$ cat src/rtl/arm_ctrl_pkg.sv
// Shared encodings for the multicycle ARM controller: state codes, opcodes,
// datapath mux selects and the packed control word driven by the main FSM.
package arm_ctrl_pkg;

    typedef enum logic [3:0] {
        FETCH   = 4'd0,
        DECODE  = 4'd1,
        MEMADR  = 4'd2,
        MEMRD   = 4'd3,
        MEMWB   = 4'd4,
        MEMWR   = 4'd5,
        EXECR   = 4'd6,
        EXECI   = 4'd7,
        ALUWB   = 4'd8,
        BRANCH  = 4'd9,
        UNKNOWN = 4'd10
    } state_t;

    localparam logic [1:0] OP_DP  = 2'b00;
    localparam logic [1:0] OP_MEM = 2'b01;
    localparam logic [1:0] OP_BR  = 2'b10;

    localparam logic [1:0] SRCB_REG  = 2'b00;
    localparam logic [1:0] SRCB_IMM  = 2'b01;
    localparam logic [1:0] SRCB_FOUR = 2'b10;

    localparam logic [1:0] RES_ALUOUT    = 2'b00;
    localparam logic [1:0] RES_DATA      = 2'b01;
    localparam logic [1:0] RES_ALURESULT = 2'b10;

    typedef struct packed {
        logic       ir_write;
        logic       adr_src;
        logic       alu_src_a;
        logic [1:0] alu_src_b;
        logic [1:0] result_src;
        logic       next_pc;
        logic       reg_w;
        logic       mem_w;
        logic       branch;
        logic       alu_op;
    } ctrl_t;

endpackage

$ cat src/rtl/arm_main_fsm_outdec.sv
// Combinational state -> control-word decoder for the main FSM (Moore outputs).
module arm_main_fsm_outdec
    import arm_ctrl_pkg::*;
(
    input  state_t state,
    output ctrl_t  ctrl
);

    always_comb begin
        ctrl = '0;
        case (state)
            FETCH: begin
                ctrl.ir_write   = 1'b1;
                ctrl.next_pc    = 1'b1;
                ctrl.alu_src_a  = 1'b1;
                ctrl.alu_src_b  = SRCB_FOUR;
                ctrl.result_src = RES_ALURESULT;
            end
            DECODE: begin
                ctrl.alu_src_a  = 1'b1;
                ctrl.alu_src_b  = SRCB_FOUR;
                ctrl.result_src = RES_ALURESULT;
            end
            MEMADR: ctrl.alu_src_b = SRCB_IMM;
            MEMRD: begin
                ctrl.adr_src    = 1'b1;
                ctrl.result_src = RES_ALUOUT;
            end
            MEMWB: begin
                ctrl.result_src = RES_DATA;
                ctrl.reg_w      = 1'b1;
            end
            MEMWR: begin
                ctrl.adr_src    = 1'b1;
                ctrl.result_src = RES_ALUOUT;
                ctrl.mem_w      = 1'b1;
            end
            EXECR: begin
                ctrl.alu_src_b = SRCB_REG;
                ctrl.alu_op    = 1'b1;
            end
            EXECI: begin
                ctrl.alu_src_b = SRCB_IMM;
                ctrl.alu_op    = 1'b1;
            end
            ALUWB: begin
                ctrl.result_src = RES_ALUOUT;
                ctrl.reg_w      = 1'b1;
            end
            BRANCH: begin
                ctrl.alu_src_b  = SRCB_IMM;
                ctrl.result_src = RES_ALURESULT;
                ctrl.branch     = 1'b1;
            end
            default: ctrl = '0;
        endcase
    end

endmodule

$ cat src/rtl/arm_main_fsm.sv
// Multicycle ARM main control FSM (fetch/decode/execute/memory/writeback).
// Optional ARM_MAIN_FSM_MEM_WAIT_EN adds a MemReady handshake in FETCH/MEMRD/MEMWR.
module arm_main_fsm
    import arm_ctrl_pkg::*;
#(
    parameter int STATE_W = 4
)
(
    input  logic               clk,
    input  logic               reset,
    input  logic [1:0]         Op,
    input  logic [5:0]         Funct,
`ifdef ARM_MAIN_FSM_MEM_WAIT_EN
    input  logic               MemReady,
`endif
    output logic               IRWrite,
    output logic               AdrSrc,
    output logic               ALUSrcA,
    output logic [1:0]         ALUSrcB,
    output logic [1:0]         ResultSrc,
    output logic               NextPC,
    output logic               RegW,
    output logic               MemW,
    output logic               Branch,
    output logic               ALUOp,
    output logic               Illegal,
    output logic [STATE_W-1:0] State
);

    state_t state;
    state_t next_state;
    ctrl_t  decoded;
    ctrl_t  ctrl;
    logic   mem_ready;
    logic   illegal;
    logic   unused_funct;

`ifdef ARM_MAIN_FSM_MEM_WAIT_EN
    assign mem_ready = MemReady;
`else
    assign mem_ready = 1'b1;
`endif

    // Only the I bit and L/S bit steer the sequence; the rest belong to the ALU decoder.
    assign unused_funct = ^Funct[4:1];

    always_ff @(posedge clk or posedge reset) begin
        if (reset) begin
            state   <= FETCH;
            illegal <= 1'b0;
        end else begin
            state <= next_state;
            if (state == UNKNOWN)
                illegal <= 1'b1;
        end
    end

    always_comb begin
        next_state = FETCH;
        case (state)
            FETCH:  next_state = mem_ready ? DECODE : FETCH;
            DECODE: begin
                case (Op)
                    OP_DP:   next_state = Funct[5] ? EXECI : EXECR;
                    OP_MEM:  next_state = MEMADR;
                    OP_BR:   next_state = BRANCH;
                    default: next_state = UNKNOWN;
                endcase
            end
            MEMADR:  next_state = Funct[0] ? MEMRD : MEMWR;
            MEMRD:   next_state = mem_ready ? MEMWB : MEMRD;
            MEMWB:   next_state = FETCH;
            MEMWR:   next_state = mem_ready ? FETCH : MEMWR;
            EXECR:   next_state = ALUWB;
            EXECI:   next_state = ALUWB;
            ALUWB:   next_state = FETCH;
            BRANCH:  next_state = FETCH;
            UNKNOWN: next_state = FETCH;
            default: next_state = FETCH;
        endcase
    end

    arm_main_fsm_outdec u_outdec (
        .state (state),
        .ctrl  (decoded)
    );

    // A stalled fetch must not latch the instruction or advance the PC.
    always_comb begin
        ctrl = decoded;
        if (state == FETCH && !mem_ready) begin
            ctrl.ir_write = 1'b0;
            ctrl.next_pc  = 1'b0;
        end
    end

    assign IRWrite   = ctrl.ir_write;
    assign AdrSrc    = ctrl.adr_src;
    assign ALUSrcA   = ctrl.alu_src_a;
    assign ALUSrcB   = ctrl.alu_src_b;
    assign ResultSrc = ctrl.result_src;
    assign NextPC    = ctrl.next_pc;
    assign RegW      = ctrl.reg_w;
    assign MemW      = ctrl.mem_w;
    assign Branch    = ctrl.branch;
    assign ALUOp     = ctrl.alu_op;
    assign Illegal   = illegal;
    assign State     = STATE_W'(state);

endmodule

$ cat config.mk
export PLATFORM = sky130hd
export DESIGN_NAME = arm_main_fsm
export DESIGN_NICKNAME = d
export VERILOG_FILES = /design/src/rtl/arm_ctrl_pkg.sv /design/src/rtl/arm_main_fsm_outdec.sv /design/src/rtl/arm_main_fsm.sv
export SDC_FILE = /design/constraint.sdc
export NUM_CORES = 1
export LEC_CHECK = 0
export ABC_AREA = 0
export CAP_MARGIN = 15
export CORE_AREA = 3 3 40 42
export CTS_CLUSTER_SIZE = 16
export DETAILED_ROUTE_END_ITERATION = 8
export DIE_AREA = 0 0 43 45
export PLACE_DENSITY = 0.68
export SLEW_MARGIN = 20
export SYNTH_ARGS = -nofsm -noshare
export SYNTH_HDL_FRONTEND = slang
export SYNTH_SLANG_ARGS = --single-unit
$ cat constraint.sdc
create_clock -name clk -period 1.57 [get_ports clk]
set_input_delay 0.471 -clock clk [delete_from_list [all_inputs] [get_ports clk]]
set_output_delay 0.471 -clock clk [all_outputs]
set_load 0.05 [all_outputs]
# Word level (Yosys, flattened, before mapping)
# Cells that the tools add are included.
# totals
reg_bits,5
output_inout_bits,17
# op_classes
eq_ne,12
reduce_logical,8
n_mux,13
# ops
cell,count
case mux 4 bit (5 select lines),1
"equality test 4 x 3 -> 1 bit, second input constant",4
"equality test 4 bit, second input constant",3
case mux 4 bit (3 select lines),1
"equality test 4 x 2 -> 1 bit, second input constant",2
2-to-1 mux 1 bit,8
case mux 2 bit (2 select lines),2
OR reduction 2 bit,4
OR reduction 3 bit,2
"equality test 4 x 1 -> 1 bit, second input constant",1
zero test 4 bit,1
2-to-1 mux 3 bit,1
"equality test 2 x 1 -> 1 bit, second input constant",1
"equality test 2 bit, second input constant",1
zero test 2 bit,1

# Logic depth before layout (Yosys ltp)
# depth
ltp_word,3
ltp_mapped,4
mapped_depth_nobuf,3

# Hierarchy
# Synthesis repeated with hierarchy kept, for this count alone.
# unflattened
hier_cells,47
hier_area_um2,396.6
# modules_own_cells
mod,seq_area_each_um2,area_each_um2,cells_per_inst,instances
arm_main_fsm,125.1,245.2,23,1
arm_main_fsm_outdec,0.0,151.4,24,1

# Worst setup path before layout
# Ideal clock, no wire load.
# synth_path
kind,flip-flop to output port
start,"register state[2], in the netlist State[2]"
end,output NextPC
n_path_buf,2
stages_incl_launch_ff,5
slack_ps,-1406
t_arrival_ps,2505
required_ps,1099
cell_sequence,dfrtp_1 > or2_1 > buf_6 > nor3_1 > buf_4
# synth_via
elab_chain_cells,2
# synth_lines
item,line_no,source
start: declaration,arm_main_fsm.sv:30,state_t state;
start signal: assignment,arm_main_fsm.sv:52,state <= next_state;
zero test 4 bit,-,
2-to-1 mux 1 bit,-,
end: declaration,arm_main_fsm.sv:21,"output logic NextPC,"
# Every way passes these cells.

# Final worst setup path
# layout_path
start,"register state[1], in the netlist State[1]"
end,output ResultSrc[1]
# layout_via
elab_chain_cells,3
elab_cells_between_ends,6
# layout_lines
item,line_no,source
"equality test 4 x 1 -> 1 bit, or another cell as far along",arm_main_fsm_outdec.sv:11,case (state)
OR reduction 3 bit (no line),-,
case mux 2 bit (2 select lines) (*),arm_main_fsm_outdec.sv:11,
end: declaration,arm_main_fsm.sv:20,"output logic [1:0] ResultSrc,"
# Every way passes the cells marked *; elsewhere a longest branch is shown, timed or not.

==> results.sh <==
export IMPL_synth_top_family_by_area="simple AND/OR/NAND/NOR gates"
export IMPL_synthSimpleGateAreaFrac_pct=36.1
export IMPL_synth_mux_area_share_pct=0
export IMPL_grt_pass1_vias=423
export IMPL_floorplan_rows=13
export IMPL_layout_commonest_cell="buf_12"
export IMPL_cts_tree="yes"
export IMPL_cp_required_ns=1.10
export IMPL_syn_to_final_growth_pct=174
export IMPL_criticalPathCategory="reg -> out"
export IMPL_dp_final_hpwl_um=884
export IMPL_seq_area_sq_um=130
export IMPL_reg2reg_depth=4
export IMPL_path_max_fanout=7
export IMPL_firstDrtPassIters=1
export IMPL_min_period_over_period_pct=117
export IMPL_cp_arrival_ns=1.36
export IMPL_drc=0
export IMPL_synth_adder_area_share_pct=0
export IMPL_dieArea_sq_mm=0.00194
export IMPL_antenna_found_initial=0
export IMPL_ys_seq_elements=5
export IMPL_clkTransAtPathRegs_ns=0.04
export IMPL_syn_inst=46
export IMPL_final_nets=93
export IMPL_fillers=82
export IMPL_synth_area_per_cell_sq_um=8.13
export IMPL_worstMarginPinSlew_ns=0.273
export IMPL_ant_nets=0
export IMPL_vias_per_cell=4.44
export IMPL_die_h_um=45
export IMPL_place_port_buffers=22
export IMPL_synthesis_nets=56
export IMPL_cap_violations=0
export IMPL_final_setup_worst_slack_ns=-0.260
export IMPL_dr_first_iter_drc_count=0
export IMPL_syn_area_sq_um=374
export IMPL_htree_num_levels=1
export IMPL_clk_insertion_delay_late_ns=0.24
export IMPL_grt_pass1_wl_um=1990
export IMPL_cts_buffer_depth=2
export IMPL_yosysWarnings=0
export IMPL_grt_usage_pct=14.0
export IMPL_vias=431
export IMPL_status="finished, violations left"
export IMPL_max_slew_margin_rel_pct=81.8
export IMPL_fin_skew_ns=0.000564
export IMPL_endpoint_kind="primary output"
export IMPL_cts_made_buffers=3
export IMPL_clockRootBuffer="clkbuf_4"
export IMPL_routedWlPerCell_um=11.8
export IMPL_yosysTopAreaCellShare_pct=33.4
export IMPL_violations="negative setup slack"
export IMPL_final_layout_size_suffix_gt1_share_pct=69.5
export IMPL_synth_compound_area_share_pct=16.1
export IMPL_dp_slack_ns=-0.134
export IMPL_wirelength_um=1150
export IMPL_synth_async_reset_ratio_pct=100
export IMPL_synth_xor_area_share_pct=2.34
export IMPL_grt_overflow=0
export IMPL_antenna_diode_count=0
export IMPL_synthFlopType="dfrtp_1"
export IMPL_clock_fmax_mhz=547
export IMPL_fin_crit_ns=1.83
export IMPL_multi_input_area_sq_um=325
export IMPL_core_sq_mm=0.00128
export IMPL_final_cell_mix="17 x buf_12, 10 x buf_4, 5 x clkdlybuf4s50_1"
export IMPL_hold_class="in -> async"
export IMPL_hold_viol_final=0
export IMPL_synth_distinct_cells=20
export IMPL_setup_violations=12
export IMPL_cts_hold_fix_buffers=0
export IMPL_cts_sinks=5
export IMPL_ys_seq_area_share_pct=33.4
export IMPL_rsz0062_at_grt="true"
export IMPL_yosysTopAreaCell="dfrtp_1"
export IMPL_boundaryPins=27
export IMPL_drv_slew=0
export IMPL_die_w_um=43
export IMPL_place_gp_congestion=0.859
export IMPL_synth_edff_count=0
export IMPL_ys_top_cells_by_area="dfrtp_1 33%, buf_4 6.0%, a21oi_1 5.4%, o21ai_0 5.4%, nor2_1 5.0%"
export IMPL_initial_core_util_pct=29.1
export IMPL_grt_max_degree=8
export IMPL_critPathLaunchType="flop"
-- registers in the layout (all words and copies together), names as in the netlist --
register and count:
Illegal 1, State 4
-- metal layers --
metal / vias up / GRT usage, % / routed length (um) / share of wire, %
met1: 196 / 14.7 / 439 / 38
li1: 220 / - / - / -
met4: 0 / 7.23 / 15 / 1.3
met2: 13 / 26.6 / 659 / 58
met5: - / 0 / 0 / 0
met3: 2 / 2.39 / 31 / 2.7
-- stage by stage --
stage	hold WS, ns	util [%]	setup TNS [ns]	std cells	instance area, sq um
after global placement	0.453	70.9	-0.413	90	911
after global routing	0.413	79.8	-3.09	97	1030
after floorplan	0.249	-	-3.86	46	464
after CTS	0.422	78.5	-2.50	96	1010
after detailed placement	0.461	70.9	-0.530	90	911
final	0.425	79.8	-2.41	97	1030
-- final cells by class --
class | count | share of cell area (%)
multi-input cells | 34 | 31.7
repair buffers | 36 | 49.8
clock buffers | 4 | 2.56
flip-flops and latches | 5 | 12.7
well taps | 15 | 1.83
inverters | 3 | 1.46
-- worst max-delay path: stages (launching register included) --
cell and delay (ns):
dfrtp_2 0.46, and2b_2 0.28, nand2_4 0.08, o21ai_1 0.14
buf_12 0.17
-- what timing repair did --
action                                 4_1_cts  5_1_grt
endpoints found under the hold margin        0        0
pin swaps                                    5        3
setup endpoints to repair                   12       12
setup buffers                                3        2
gates resized for setup                     13        4
-- synth_stat cells, drive strengths merged, types with 2 or more instances --
cell type and count:
inv 3, and2b 3, nor3b 2, buf 4, nor3 3, nor2 5, dfrtp 5, o21ai 4
nand2 4, nand2b 3, a21oi 4
-- worst paths after layout --
path / from / endpoint / slack (ns)
worst max-delay path: State[1] / ResultSrc[1] / -0.26
worst min-delay path: reset / Illegal / 0.42
worst max register to register: State[1] / State[3] / 0.43
worst min register to register: Illegal / Illegal / 0.53
max in group asynchronous: reset / State[3] / 0.97
min in group clk: Illegal / Illegal / 0.53
-- cell families after synthesis --
| logic type | after synthesis |
|---|---|
| buffers and inverters | 7 |
| and+or+nand+nor | 23 |
| xor gates and xnor gates | 1 |
| DFF | 5 |
| AOI/OAI and AO/OA | 10 |
Power is not shown: default switching activity piles up to over one toggle a cycle in this logic, so the estimate is an artifact.
